===== config.mk =====
export PLATFORM = sky130hd
export DESIGN_NAME = sr_latch_driver_flat
export DESIGN_NICKNAME = d
export VERILOG_FILES = /design/src/rtl/sr_latch_driver_if.sv /design/src/rtl/sr_latch_driver.sv /design/src/flat_wrapper.sv
export SDC_FILE = /design/constraint.sdc
export NUM_CORES = 1
export LEC_CHECK = 0
export ABC_CLOCK_PERIOD_IN_PS = 3500
export BUFFER_PORTS_ARGS = -buffer_cell sky130_fd_sc_hd__buf_2
export CAP_MARGIN = 40
export CORE_MARGIN = 2
export CORE_UTILIZATION = 35
export CTS_CLUSTER_DIAMETER = 80
export DETAILED_ROUTE_END_ITERATION = 8
export PLACE_DENSITY = 0.6
export SLEW_MARGIN = 20
export SYNTH_ARGS = -nofsm -noshare
export SYNTH_HDL_FRONTEND = slang
export SYNTH_SLANG_ARGS = --single-unit

===== constraint.sdc =====
create_clock -name clk -period 3.5 [get_ports clk]
set_input_delay 0.525 -clock clk [delete_from_list [all_inputs] [get_ports clk]]
set_output_delay 0.525 -clock clk [all_outputs]
set_load 0.02 [all_outputs]

===== src/rtl/sr_latch_driver_if.sv =====
// Command handshake and active-low latch strobes between an upstream
// controller and sr_latch_driver.
interface sr_latch_driver_if;
  logic cmd_valid;
  logic cmd_set;
  logic cmd_ready;
  logic s;
  logic r;
  logic busy;
  logic done;
  logic q_shadow;

  modport master (
    output cmd_valid, cmd_set,
    input  cmd_ready, s, r, busy, done, q_shadow
  );

  modport slave (
    input  cmd_valid, cmd_set,
    output cmd_ready, s, r, busy, done, q_shadow
  );
endinterface


===== src/rtl/sr_latch_driver.sv =====
// Turns set/clear commands into clean active-low s/r pulses of PULSE_W cycles,
// each followed by a GAP_W-cycle guard gap, and tracks the expected latch state.
module sr_latch_driver #(
  parameter int PULSE_W = 4,
  parameter int GAP_W   = 2,
  parameter int CNT_W   = 4
) (
  input  logic              clk,
  input  logic              rst_n,
  sr_latch_driver_if.slave  bus
);

  typedef enum logic [1:0] {
    IDLE    = 2'd0,
    PULSE_S = 2'd1,
    PULSE_R = 2'd2,
    GAP     = 2'd3
  } state_t;

  state_t             state_q, state_d;
  logic [CNT_W-1:0]   cnt_q, cnt_d;
  logic               s_q, s_d;
  logic               r_q, r_d;
  logic               ready_q, ready_d;
  logic               busy_q, busy_d;
  logic               done_q, done_d;
  logic               q_shadow_q, q_shadow_d;

  always_comb begin
    state_d    = state_q;
    cnt_d      = cnt_q;
    q_shadow_d = q_shadow_q;

    case (state_q)
      IDLE: begin
        // ready_q gates acceptance so the first cycle after reset ignores commands
        if (bus.cmd_valid && ready_q) begin
          cnt_d   = CNT_W'(PULSE_W - 1);
          state_d = bus.cmd_set ? PULSE_S : PULSE_R;
        end
      end
      PULSE_S, PULSE_R: begin
        if (cnt_q == '0) begin
          q_shadow_d = (state_q == PULSE_S);
          cnt_d      = CNT_W'(GAP_W - 1);
          state_d    = GAP;
        end else begin
          cnt_d = cnt_q - CNT_W'(1);
        end
      end
      GAP: begin
        if (cnt_q == '0) begin
          state_d = IDLE;
        end else begin
          cnt_d = cnt_q - CNT_W'(1);
        end
      end
      default: state_d = IDLE;
    endcase

    // Outputs decode the next state, so s and r can only ever be low in
    // mutually exclusive states and are glitch-free registers.
    s_d     = (state_d != PULSE_S);
    r_d     = (state_d != PULSE_R);
    busy_d  = (state_d != IDLE);
    ready_d = (state_d == IDLE);
    done_d  = (state_d == GAP) && (cnt_d == '0);
  end

  always_ff @(posedge clk) begin
    if (!rst_n) begin
      state_q    <= IDLE;
      cnt_q      <= '0;
      s_q        <= 1'b1;
      r_q        <= 1'b1;
      ready_q    <= 1'b0;
      busy_q     <= 1'b0;
      done_q     <= 1'b0;
      q_shadow_q <= 1'b0;
    end else begin
      state_q    <= state_d;
      cnt_q      <= cnt_d;
      s_q        <= s_d;
      r_q        <= r_d;
      ready_q    <= ready_d;
      busy_q     <= busy_d;
      done_q     <= done_d;
      q_shadow_q <= q_shadow_d;
    end
  end

  assign bus.s         = s_q;
  assign bus.r         = r_q;
  assign bus.cmd_ready = ready_q;
  assign bus.busy      = busy_q;
  assign bus.done      = done_q;
  assign bus.q_shadow  = q_shadow_q;

endmodule


===== src/flat_wrapper.sv =====
// flat-port wrapper written by rule: the top's interface ports become plain ports
module sr_latch_driver_flat 
#(
  parameter int PULSE_W = 4,
  parameter int GAP_W   = 2,
  parameter int CNT_W   = 4
)
  (clk, rst_n, bus_cmd_valid, bus_cmd_set, bus_cmd_ready, bus_s, bus_r, bus_busy, bus_done, bus_q_shadow);
  sr_latch_driver_if bus_i ();
  input  logic clk;
  input  logic rst_n;
  input wire logic [$bits(bus_i.cmd_valid)-1:0] bus_cmd_valid;
  input wire logic [$bits(bus_i.cmd_set)-1:0] bus_cmd_set;
  output wire logic [$bits(bus_i.cmd_ready)-1:0] bus_cmd_ready;
  output wire logic [$bits(bus_i.s)-1:0] bus_s;
  output wire logic [$bits(bus_i.r)-1:0] bus_r;
  output wire logic [$bits(bus_i.busy)-1:0] bus_busy;
  output wire logic [$bits(bus_i.done)-1:0] bus_done;
  output wire logic [$bits(bus_i.q_shadow)-1:0] bus_q_shadow;
  assign bus_i.cmd_valid = bus_cmd_valid;
  assign bus_i.cmd_set = bus_cmd_set;
  assign bus_cmd_ready = bus_i.cmd_ready;
  assign bus_s = bus_i.s;
  assign bus_r = bus_i.r;
  assign bus_busy = bus_i.busy;
  assign bus_done = bus_i.done;
  assign bus_q_shadow = bus_i.q_shadow;
  sr_latch_driver #(.PULSE_W(PULSE_W), .GAP_W(GAP_W), .CNT_W(CNT_W)) u_core (.clk(clk), .rst_n(rst_n), .bus(bus_i));
endmodule

==> summary.md <==
| Metric | Value |
|---|---|
| Startpoint Class | `flop` |
| Flops & latches, synth | `12` |
| Post-CTS Resized | `0` |
| Maximum root-to-sink buffer count | `2` |
| First DRT Iteration DRCs | `11` |
| Worst r2r path cells | `9` |
| Worst reg2reg setup slack | `1360 ps` |
| Sink Count | `12` |
| Input/output buffers | `9` |
| N_diodes | `0` |
| Dpl hpwl | `1.09 mm` |
| Worst Skew | `4.32 ps` |
| First-pass GRT wire length | `2.33 mm` |
| Fraction of layout cells with a size suffix above 1 | `0.259` |
| Core area | `0.00176 mm^2` |
| Die Y-Extent | `approximately 48 um` |
| Total Power | `0.379 mW` |
| Root buffer cell | `clkbuf_4` |
| Pwr dens | `485 mW/mm^2` |
| Post-CTS Setup Repair Bufs | `0` |
| Netlist cell types | `35` |
| Total wire length | `around 1.4 mm` |
| Relative slew slack | `0.640` |
| Period utilization | `0.613` |
| Yosys warns | `0` |
| Worst Setup End Kind | `flop` |
| Critical R2R Launch | `u_core.cnt_q[0]$_SDFF_PN0_` |
| # IOs | `10` |
| Wire per inst | `between 10 and 15 um` |
| Syn Inst Count | `73` |
| Hold Path Class | `reg -> reg` |
| Static Leak | `approximately 0.31 nW` |
| Total number of vias | `578` |
| Max_cap viols | `0` |
| Number of global-route vias before repair | `518` |
| Final hold violations | `0` |
| H-tree levels | `1` |
| Antenna violations before repair | `0` |
| Final-report setup violation count | `0` |
| Minimum hold slack | `467 ps` |
| RSZ-0062 raised after global routing | `no` |
| Syn_area_per_cell | `9.24 um^2` |
| Initial core utilization | `0.382` |
| Crit-path max FO | `5` |
| Reg clk slew, reported paths | `80 ps` |
| Syn-to-layout area delta | `16.0%` |
| Setup_tns | `0 ps` |
| TritonRoute pass-1 iters | `4` |
| Worst Hold End | `u_core.bus.q_shadow$_SDFFE_PN0P_` |
| Status | `finished, final reports clean` |
| Terminus of the critical flop-to-flop path | `u_core.bus.done$_SDFF_PN0_` |
| DIE AREA | `between 0.002 and 0.0025 mm^2` |
| Die width | `47.9 um` |
| Routed vias/inst | `5.25` |
| Row cnt | `15` |
| Netlist Area Pre-Place | `roughly 670 um^2` |
| Worst Hold Launch | `u_core.bus.q_shadow$_SDFFE_PN0P_` |
| Min Tclk post-route | `2140 ps` |
| Gr usage total | `0.149` |
| Max Slew Vio Count | `0` |
| CP Class | `reg -> reg` |
| Highest clock rate | `466 MHz` |
| DR DRC count | `0` |
| Worst Max-Slew Pin Slew | `534 ps` |
| Antenna viol nets, final | `0` |
| Pin count of the biggest net entering global routing | `10` |
| CTS Hold Buffers Added | `0` |
| Crit path required time | `3690 ps` |
| Sequential fraction of the synthesis area | `0.356` |
| CTS Buf Count | `3` |
| Nets | `95` |
| TritonCTS clock tree | `built` |
| WHS Path Cells | `2` |
| GR Overflow Total | `0` |
| GPL Wtd Cong | `between 0.8 and 0.9` |
| Skew-Pair Late Insertion Delay | `270 ps` |
| Syn Nets | `82` |
| VDD IR max | `277 uV` |
| CP arrival | `2340 ps` |
==> report_power, final <==
part	leakage (nW)	switching, mW	internal [mW]
Combinational	0.191	0.0664	0.0447
Clock	0.0210	0.0465	0.0633
Sequential	0.0980	0.00984	0.148
Total	0.310	0.123	0.256
==> worst max-delay path by stage <==
stage	from	endpoint	slack (ps)	cells after the start
6_report	u_core.cnt_q[0]$_SDFF_PN0_	u_core.bus.done$_SDFF_PN0_	1360	9
3_3_place_gp	u_core.cnt_q[0]$_SDFF_PN0_	u_core.bus.done$_SDFF_PN0_	1380	9
5_1_grt	u_core.cnt_q[0]$_SDFF_PN0_	u_core.bus.done$_SDFF_PN0_	1150	9
3_5_place_dp	u_core.cnt_q[0]$_SDFF_PN0_	u_core.bus.done$_SDFF_PN0_	1390	9
4_1_cts	u_core.cnt_q[0]$_SDFF_PN0_	u_core.bus.done$_SDFF_PN0_	1370	9
2_1_floorplan	u_core.state_q[0]$_SDFF_PN0_	u_core.bus.s$_SDFF_PN1_	1710	6
==> registers in the layout, summed over array words and instances (netlist names) <==
name and flops:
u_core.bus.q_shadow 1, u_core.state_q 2, u_core.bus.done 1, u_core.bus.r 1
u_core.bus.s 1, u_core.bus.cmd_ready 1, u_core.bus.busy 1, u_core.cnt_q 4
==> layer usage <==
layer  share of wire  track usage  wire length (um)  vias to the layer above
met2            0.50        0.240               696                       11
met4          0.0085       0.0811                12                        0
met1            0.47        0.187               659                      277
met3           0.026       0.0264                37                        2
li1                -            -                 -                      288
met5               0            0                 0                        -
==> cell usage in the layout, fill, tap and decap left out, drive strengths merged, types with 2 or more instances in the layout <==
master,netlist,final
and2,3,3
nor3,3,3
ha,5,5
o2bb2ai,2,2
nand3,3,3
nor2,5,5
inv,7,7
o311ai,2,2
nor3b,2,2
buf,0,9
a21oi,4,4
nand2,3,3
o21ai,3,3
dfxtp,12,12
clkbuf,1,4
==> cell usage after synthesis <==
cell        n  area share
a211oi_2    1       0.019
a21bo_2     1       0.015
a21boi_0    1       0.011
a21oi_1     4       0.030
and2_1      3       0.028
and3_2      1       0.011
and3b_1     1       0.013
clkbuf_2    1      0.0074
dfxtp_1    12        0.36
ha_1        5       0.093
inv_1       6       0.033
inv_2       1      0.0056
nand2_1     3       0.017
nand2b_1    1      0.0093
nand3_1     3       0.022
nand3b_1    1       0.011
nand4_1     1      0.0093
nand4b_1    1       0.013
nor2_1      5       0.028
nor3_1      2       0.015
nor3_2      1       0.015
nor3b_2     1       0.019
nor3b_4     1       0.028
nor4_2      1       0.019
nor4b_2     1       0.022
o211ai_1    1       0.011
o21a_1      1       0.011
o21ai_0     3       0.022
o21bai_1    1       0.011
o2bb2ai_1   2       0.026
o311ai_0    2       0.026
o32a_1      1       0.015
or2_1       1      0.0093
or2b_1      1       0.011
or3_1       1      0.0093
==> through the flow <==
step | cell area, um^2 | worst slack [ps] | cells | util
6_report | 782 | 1360 | 110 | 0.443
5_1_grt | 782 | 1150 | 110 | 0.443
2_1_floorplan | 674 | 1710 | 73 | -
4_1_cts | 782 | 1370 | 110 | 0.443
3_3_place_gp | 746 | 1380 | 106 | 0.423
3_5_place_dp | 746 | 1390 | 106 | 0.423
==> critical path, stage by stage (launching register included) <==
cell	delay [ps]
dfxtp_1	350
inv_1	70
ha_1	210
nor3b_4	310
inv_2	110
ha_1	280
a21oi_1	150
o2bb2ai_1	190
o311ai_0	230
nor4_2	160
==> kinds of logic (layout without fill, tap and decap cells) <==
logic type | count (synthesis) | in the layout | share of synthesized area
AND/OR/NAND/NOR | 30 | 30 | 0.308
adder cells (fa/ha/maj) | 5 | 5 | 0.0928
flip-flops | 12 | 12 | 0.356
buffers and inverters | 8 | 20 | 0.0464
AO/OA/AOI/OAI | 18 | 18 | 0.197
==> cell type report <==
cell class,instances,area (um^2)
fill,198,982
multi-input combinational,53,403
sequential,12,240
timing repair buffer,9,45.0
clock buffer,4,36.3
tap,25,31.3
inverter,7,26.3
Power figures use the tool's default switching activity.
